`src/rtl/uart_tx_arbiter.sv`:
```
// Round-robin owner of a shared UART transmitter: grants one byte producer at a time,
// launches the frame, acknowledges on completion and aborts via watchdog on a hung frame.
module uart_tx_arbiter #(
  parameter int NREQ    = 4,
  parameter int TIMEOUT = 15000
) (
  input  logic              CLK,
  input  logic              RST,
  input  logic [NREQ-1:0]   REQ,
  input  logic [NREQ-1:0]   LOCK,
  input  logic [8*NREQ-1:0] DATA_IN,
  output logic [NREQ-1:0]   GNT,
  output logic [NREQ-1:0]   ACK,
  output logic              ERR,
  output logic [7:0]        TX_DATA,
  output logic              TX_START,
  input  logic              TX_BUSY,
  input  logic              TX_DONE
);

  localparam int PW = (NREQ > 1) ? $clog2(NREQ) : 1;
  localparam int WW = (TIMEOUT > 1) ? $clog2(TIMEOUT) : 1;
  localparam logic [WW-1:0] WD_TERM = WW'(TIMEOUT - 1);
  localparam logic [PW-1:0] PTR_LAST = PW'(NREQ - 1);

  typedef enum logic [1:0] {IDLE, START, WAIT, FIN} state_t;

  state_t          state_q, state_d;
  logic [PW-1:0]   ptr_q, ptr_d;
  logic [PW-1:0]   own_q, own_d;
  logic            held_q, held_d;
  logic [WW-1:0]   wd_q, wd_d;
  logic [NREQ-1:0] gnt_q, gnt_d;
  logic [NREQ-1:0] ack_q, ack_d;
  logic            err_q, err_d;
  logic            start_q, start_d;
  logic [7:0]      data_q, data_d;

  logic            found;
  logic [PW-1:0]   rr_win;
  logic            relock;
  logic [PW-1:0]   nxt;
  logic [7:0]      nxt_data;
  int unsigned     idx;

  // First requester at or after the pointer, wrapping modulo NREQ.
  always_comb begin
    found  = 1'b0;
    rr_win = '0;
    idx    = 0;
    for (int unsigned k = 0; k < NREQ; k++) begin
      idx = (32'(ptr_q) + k) % NREQ;
      if (!found && REQ[idx]) begin
        found  = 1'b1;
        rr_win = PW'(idx);
      end
    end
  end

  assign relock = held_q && REQ[own_q] && LOCK[own_q];
  assign nxt    = relock ? own_q : rr_win;

  always_comb begin
    nxt_data = '0;
    for (int unsigned k = 0; k < NREQ; k++) begin
      if (PW'(k) == nxt) nxt_data = DATA_IN[8*k +: 8];
    end
  end

  always_comb begin
    state_d = state_q;
    ptr_d   = ptr_q;
    own_d   = own_q;
    held_d  = held_q;
    wd_d    = wd_q;
    gnt_d   = gnt_q;
    data_d  = data_q;
    ack_d   = '0;
    err_d   = 1'b0;
    start_d = 1'b0;
    unique case (state_q)
      IDLE: begin
        held_d = 1'b0;
        gnt_d  = '0;
        if (relock || found) begin
          own_d      = nxt;
          gnt_d[nxt] = 1'b1;
          data_d     = nxt_data;
          state_d    = START;
        end
      end
      START: begin
        if (!TX_BUSY) begin
          start_d = 1'b1;
          wd_d    = '0;
          state_d = WAIT;
        end
      end
      WAIT: begin
        if (TX_DONE) begin
          ack_d[own_q] = 1'b1;
          state_d      = FIN;
        end else if (wd_q == WD_TERM) begin
          err_d   = 1'b1;
          state_d = FIN;
        end else begin
          wd_d = wd_q + 1'b1;
        end
      end
      FIN: begin
        // err_q is high exactly during the FIN that follows an abort.
        if (LOCK[own_q] && !err_q) begin
          held_d = 1'b1;
        end else begin
          ptr_d = (own_q == PTR_LAST) ? '0 : own_q + 1'b1;
          gnt_d = '0;
        end
        state_d = IDLE;
      end
      default: state_d = IDLE;
    endcase
  end

  always_ff @(posedge CLK) begin
    if (!RST) begin
      state_q <= IDLE;
      ptr_q   <= '0;
      own_q   <= '0;
      held_q  <= 1'b0;
      wd_q    <= '0;
      gnt_q   <= '0;
      ack_q   <= '0;
      err_q   <= 1'b0;
      start_q <= 1'b0;
      data_q  <= '0;
    end else begin
      state_q <= state_d;
      ptr_q   <= ptr_d;
      own_q   <= own_d;
      held_q  <= held_d;
      wd_q    <= wd_d;
      gnt_q   <= gnt_d;
      ack_q   <= ack_d;
      err_q   <= err_d;
      start_q <= start_d;
      data_q  <= data_d;
    end
  end

  assign GNT      = gnt_q;
  assign ACK      = ack_q;
  assign ERR      = err_q;
  assign TX_START = start_q;
  assign TX_DATA  = data_q;

endmodule

```
`config.mk`:
```
export PLATFORM = sky130hd
export DESIGN_NAME = uart_tx_arbiter
export DESIGN_NICKNAME = d
export VERILOG_FILES = /design/src/rtl/uart_tx_arbiter.sv
export SDC_FILE = /design/constraint.sdc
export NUM_CORES = 1
export LEC_CHECK = 0
export ABC_AREA = 1
export CORE_AREA = 2 2 69 77
export CTS_BUF_LIST = sky130_fd_sc_hd__clkbuf_4 sky130_fd_sc_hd__clkbuf_8
export DETAILED_ROUTE_END_ITERATION = 6
export DIE_AREA = 0 0 71 79
export PLACE_DENSITY = 0.9
export SYNTH_ARGS = -nofsm -noshare
export SYNTH_HDL_FRONTEND = slang
export SYNTH_SLANG_ARGS = --single-unit
```
`constraint.sdc`:
```
create_clock -name CLK -period 3.85 [get_ports CLK]
set_input_delay 0.77 -clock CLK [delete_from_list [all_inputs] [get_ports CLK]]
set_output_delay 0.77 -clock CLK [all_outputs]
set_load 0.01 [all_outputs]
```
==> flow_summary.yaml, run 1 <==
logic_synthesis:
  ys.warnings.count: 0
  async_reset_ff_share_pct: 0
  synth_edf_count: 0
  synth-seq-cells: 39
  syn_area_per_cell_sq_um: 6.67
  syn_nets: 437
  syn_area_sq_um: 2560
  syn_inst: 384
  synth_cell_types: 35
  yosysSeqAreaShare_pct: 30.5
  synth_flop_cell: "dfxtp_1"
floorplan:
  io_pins: 62
  coreArea_sq_um: 4900
  dieHeight_um: 79
  die_w_um: 71
  initial_core_util_pct: 52.3
  rows: 27
  die_area_sq_um: 5610
hold_path:
  min_path_type: "reg2reg"
  hold_end: "GNT[0]$_SDFFE_PN0P_"
  min_from: "GNT[0]$_SDFFE_PN0P_"
  min_path_cells: 2
clocking:
  clkSinkCount: 39
  root_buffer: "clkbuf_8"
  post-cts-setup-buffers: 0
  cts.clk_slew.worst_paths_ps: 80
  cts_resized: 0
  cts_made_buffers: 5
  ctsHoldBuffers: 0
  cts.path.max_buffers: 2
  insertion_delay_ps: 300
  cts_tree: "done"
  htree_levels: 2
pwr:
  power_mw: 1.94
  ir_worst_vdd_uv: 306
  power_density_nw_per_um2: 589
  leakage_nw: 1.29
route:
  num_vias: 2706
  drt_iter0_drc: 137
  drc_errors: 0
  wl_per_cell_um: 13.3
  vias_per_cell: 5.39
  wl_um: 6660
  drtAntennaViolNets: 0
  drt_pass1_iterations: 4
setup_path:
  arrival_ps: 2940
  rr_startpoint: "ptr_q[0]$_SDFFE_PN0P_"
  cp_max_fo: 12
  cp-startpoint: "REQ[1]"
  setup.worst_path.end_class: "flip-flop"
  crit_path_start_kind: "input pin"
  worstSetupPathType: "in2reg"
  r2r_slack_ps: 1240
  critPathRequiredTime_ps: 4040
  r2r_end: "own_q[1]$_SDFFE_PN0P_"
  reg2reg_depth: 13
sta:
  finClkSkew_ps: 6.83
  setup-violations-final: 0
  fmax_mhz: 363
  fin_crit_ps: 2750
  tns_ps: 0
  finalHoldViolCount: 0
  tightest_slew_ps: 489
  fin_crit_sh_pct: 71.5
  grt_setup_unrepaired: "false"
  drv_slew: 0
  relSlewSlack_pct: 67.1
  holdWs_ps: 484
global_route:
  antenna_found_initial: 0
  grt_max_degree: 24
  first_global_vias: 2597
  grt_pass1_wl_um: 11100
  grt.total_usage_pct: 24.4
  overflow: 0
placed_design:
  gp_congestion: 0.905
  dp_hpwl_um: 5060
  io_buffer_count: 61
cells_and_area:
  final_core_util_pct: 67.1
  drive_gt1_share_pct: 10.1
  final_nets: 496
  num_antenna_cells: 0
  nFillCells: 399
  synthToLayoutAreaGrowth_pct: 28.3
run_status:
  status: "complete, no violations"
run:
  drv_cap: 0
[cell families after synthesis]
logic type                 synth area share [%]
adders and majority gates                  4.39
AOI/OAI and AO/OA                          10.8
buffers and inverters                      8.94
xor gates and xnor gates                   2.73
DFF                                        30.5
and+or+nand+nor                            42.6
[per-stage QoR]
stage / worst slack, ps / std cells / cell area [sq um]
after CTS: 1140 / 502 / 3290
after detailed placement: 828 / 494 / 3180
after global placement: 999 / 494 / 3180
after global routing: 893 / 502 / 3290
final: 1100 / 502 / 3290
after floorplan: 1800 / 384 / 2560
[Yosys cell counts (8+ instances only)]
| cell | instances | area, sq um |
|---|---|---|
| a21oi_1 | 24 | 120 |
| dfxtp_1 | 39 | 781 |
| ha_1 | 9 | 113 |
| inv_1 | 34 | 128 |
| nand2_1 | 113 | 424 |
| nand2_2 | 11 | 68.8 |
| nand3_1 | 40 | 200 |
| nand4_1 | 11 | 68.8 |
| nor2_1 | 29 | 109 |
| nor3_1 | 9 | 45.0 |
| xor2_1 | 8 | 70.1 |
[routing by layer]
metal  GRT usage [%]  part of all wire (%)  vias to the layer above
met1            27.6                    41                     1256
met3            4.31                   4.1                        8
met4            10.9                   1.4                        0
met2            44.4                    53                       71
li1                -                     -                     1371
met5               0                     0                        -
[worst max-delay path, stage by stage]
cell             delay [ps]
clkdlybuf4s50_1         410
inv_1                   110
nand2_2                  80
nand3_2                 130
nand2_4                  80
nor2_4                  120
nand2_1                  50
nor2_1                  150
inv_1                    80
nand2_1                 310
clkinv_1                350
o21ai_0                 240
a21oi_1                  50
[power breakdown]
| part | total, mW | leakage, nW | switching (mW) | internal [mW] |
|---|---|---|---|---|
| clock | 0.313 | 0.0549 | 0.142 | 0.171 |
| sequential | 0.577 | 0.317 | 0.0834 | 0.494 |
| combinational | 1.05 | 0.920 | 0.659 | 0.388 |
[flip-flops by register name (all words and copies together) (netlist names)]
signal / cells
wd_q: 14
state_q: 2
ERR: 1
ptr_q: 2
held_q: 1
ACK: 4
TX_START: 1
own_q: 2
TX_DATA: 8
GNT: 4
[cells in the final DEF (no fill, tap or decap), types with 4 or more instances in the layout]
master / Yosys / routed
nand4_1: 11 / 11
nand2_2: 11 / 11
inv_1: 34 / 34
nand3_1: 40 / 40
nor3_1: 9 / 9
dfxtp_1: 39 / 39
clkdlybuf4s50_1: 0 / 61
xor2_1: 8 / 8
ha_1: 9 / 9
clkbuf_8: 0 / 7
a21oi_1: 24 / 24
nand2_1: 113 / 113
nor2_1: 29 / 29
a211oi_1: 4 / 4
o21ai_0: 6 / 6
a21oi_2: 7 / 7
[how the worst max path moves through the flow]
stage	slack, ps	endpoint
floorplan	1800	TX_DATA[4]$_SDFFE_PN0P_
global placement	1000	own_q[1]$_SDFFE_PN0P_
detailed placement	830	own_q[1]$_SDFFE_PN0P_
CTS	1140	own_q[1]$_SDFFE_PN0P_
global route	890	own_q[1]$_SDFFE_PN0P_
finish	1100	own_q[1]$_SDFFE_PN0P_
[layout make-up]
| cell class | count | area [sq um] | share of cell area (%) |
|---|---|---|---|
| clock buffer | 8 | 104 | 3.16 |
| inverter | 40 | 153 | 4.64 |
| tap | 58 | 72.6 | 2.21 |
| timing repair buffer | 63 | 626 | 19.0 |
| sequential | 39 | 781 | 23.7 |
| multi-input combinational | 294 | 1550 | 47.2 |
Power figures use the tool's default switching activity.
==> inputs of run 2 (changes only) <==
Settings changed: CORE_AREA 2 2 69 77 to 2 2 70 79, DIE_AREA 0 0 71 79 to 0 0 72 81, PLACE_DENSITY 0.9 to 0.87.
Clock period 3.85 ns to 2.6 ns, I/O delays scaled along.
==> flow_summary.yaml, run 2 (synthesis results as in run 1) <==
run_status:
  status: "complete, no violations"
setup_path:
  path_cells: "clkdlybuf4s50_1 -> inv_1 -> nand2_1 -> nand2_1 -> nand2_1 -> nand2_2 -> a21oi_1 -> nand2_1 -> nand3_2 -> nand2_4 -> nor2_4 -> nand2_1 -> nand3_1 -> nand3_1 -> a21oi_1"
  cp_slowest_cell: "clkdlybuf4s50_1"
  critPathRequiredTime_ps: 2830
  crit_path_start_kind: "input pin"
  slowest_delay_ps: 520
  reg2reg_depth: 11
  arrival_ps: 2530
  worstSetupPathType: "in2reg"
  setup.worst_path.end_class: "flip-flop"
  cp_common_cell: "nand2_1"
  cp_max_fo: 22
route:
  drt_pass1_iterations: 5
  drc_errors: 0
  drtAntennaViolNets: 0
  wl_per_cell_um: 13.1
  vias_per_cell: 5.31
  num_vias: 2698
  drt_iter0_drc: 125
  wl_um: 6650
cells_and_area:
  layout_common_cells: "113 x nand2_1, 61 x clkdlybuf4s50_1, 40 x nand3_1"
  num_antenna_cells: 0
  drive_gt1_share_pct: 10.9
  largest_reg_flops: 14
  fin_cells: 508
  final_nets: 500
  final_common_cell: "nand2_1"
  top_register: "wd_q"
  synthToLayoutAreaGrowth_pct: 30.1
clocking:
  clkSinkCount: 39
  ctsHoldBuffers: 0
  cts_made_buffers: 5
  htree_levels: 2
  cts.path.max_buffers: 2
  cts_tree: "done"
  post-cts-setup-buffers: 0
  cts.clk_slew.worst_paths_ps: 80
  cts_resized: 0
  insertion_delay_ps: 290
  root_buffer: "clkbuf_8"
floorplan:
  dieHeight_um: 81
  die_area_sq_um: 5830
  io_pins: 62
  initial_core_util_pct: 49.8
  die_w_um: 72
  rows: 28
  coreArea_sq_um: 5150
pwr:
  ir_worst_vdd_uv: 518
  power_density_nw_per_um2: 890
  leakage_nw: 1.32
global_route:
  grt_pass1_wl_um: 11100
  grt_max_degree: 23
  overflow: 0
  antenna_found_initial: 0
  grt.total_usage_pct: 24.0
  first_global_vias: 2577
sta:
  fin_crit_ps: 2300
  fin_crit_sh_pct: 88.4
  drv_slew: 0
  finClkSkew_ps: 6.51
  finalHoldViolCount: 0
  setup-violations-final: 0
  grt_setup_unrepaired: "false"
  fmax_mhz: 435
  tightest_slew_ps: 647
  tns_ps: 0
  relSlewSlack_pct: 56.8
placed_design:
  dp_cells: 500
  gp_congestion: 0.950
  io_buffer_count: 61
  dp_hpwl_um: 5100
hold_path:
  min_path_type: "reg2reg"
  min_path_cells: 2
run:
  drv_cap: 0
==> run 2: where the power goes <==
part           total [mW]  internal [mW]  switching (mW)
sequential          0.846          0.731           0.115
combinational        1.60          0.614           0.982
clock               0.527          0.311           0.217
total                2.97           1.66            1.31
==> run 2: through the flow <==
| stage | power, mW | utilization, % | hold WS [ps] | cell area (sq um) | setup slack (ps) |
|---|---|---|---|---|---|
| global placement | 2.38 | 62.5 | 457 | 3220 | 102 |
| finish | 2.97 | 64.7 | 470 | 3330 | 303 |
| global route | 3.20 | 64.7 | 499 | 3330 | 98.3 |
| detailed placement | 2.43 | 62.5 | 460 | 3220 | 21.1 |
| floorplan | 1.94 | - | 458 | 2560 | 797 |
| CTS | 2.97 | 64.7 | 471 | 3330 | 313 |
==> run 2: final cells by class <==
type	count	area [sq um]
Timing Repair Buffer	67	656
Fill cell	462	1820
Multi-Input combinational cell	294	1550
Inverter	40	153
Tap cell	60	75.1
Sequential cell	39	781
Clock inverter	2	35.0
Clock buffer	6	82.6
==> run 2: worst max-delay path, delay by kind of cell <==
| kind | cells | cell delay (ps) |
|---|---|---|
| AO/OA/AOI/OAI | 2 | 250 |
| AND/OR/NAND/NOR | 11 | 1160 |
| buffers and inverters | 2 | 590 |
==> run 2: final timing paths <==
kind,end,from,slack [ps]
max,TX_DATA[6]$_SDFFE_PN0P_,REQ[3],300
max reg2reg,TX_DATA[6]$_SDFFE_PN0P_,own_q[0]$_SDFFE_PN0P_,470
min reg2reg,GNT[3]$_SDFFE_PN0P_,GNT[3]$_SDFFE_PN0P_,470
min,GNT[3]$_SDFFE_PN0P_,GNT[3]$_SDFFE_PN0P_,470
==> run 2: metal layers <==
| metal | global-route usage [%] | wire length, um | vias to the layer above |
|---|---|---|---|
| li1 | - | - | 1380 |
| met1 | 27.0 | 2700 | 1234 |
| met2 | 44.9 | 3530 | 74 |
| met3 | 3.60 | 295 | 10 |
| met4 | 9.43 | 121 | 0 |
| met5 | 0 | 0 | - |
==> inputs of run 3 (changes only) <==
--- a/constraint.sdc
+++ b/constraint.sdc
@@ -3,2 +3,2 @@
 set_output_delay 0.52 -clock CLK [all_outputs]
-set_load 0.01 [all_outputs]
+set_load 0.005 [all_outputs]
==> results of run 3 <==
The final DEF is identical to that of run 2. Status: complete, no violations.
Main changes from that run: total power 2.97 mW -> 2.94 mW; worst IR drop on VDD 518 uV -> 507 uV
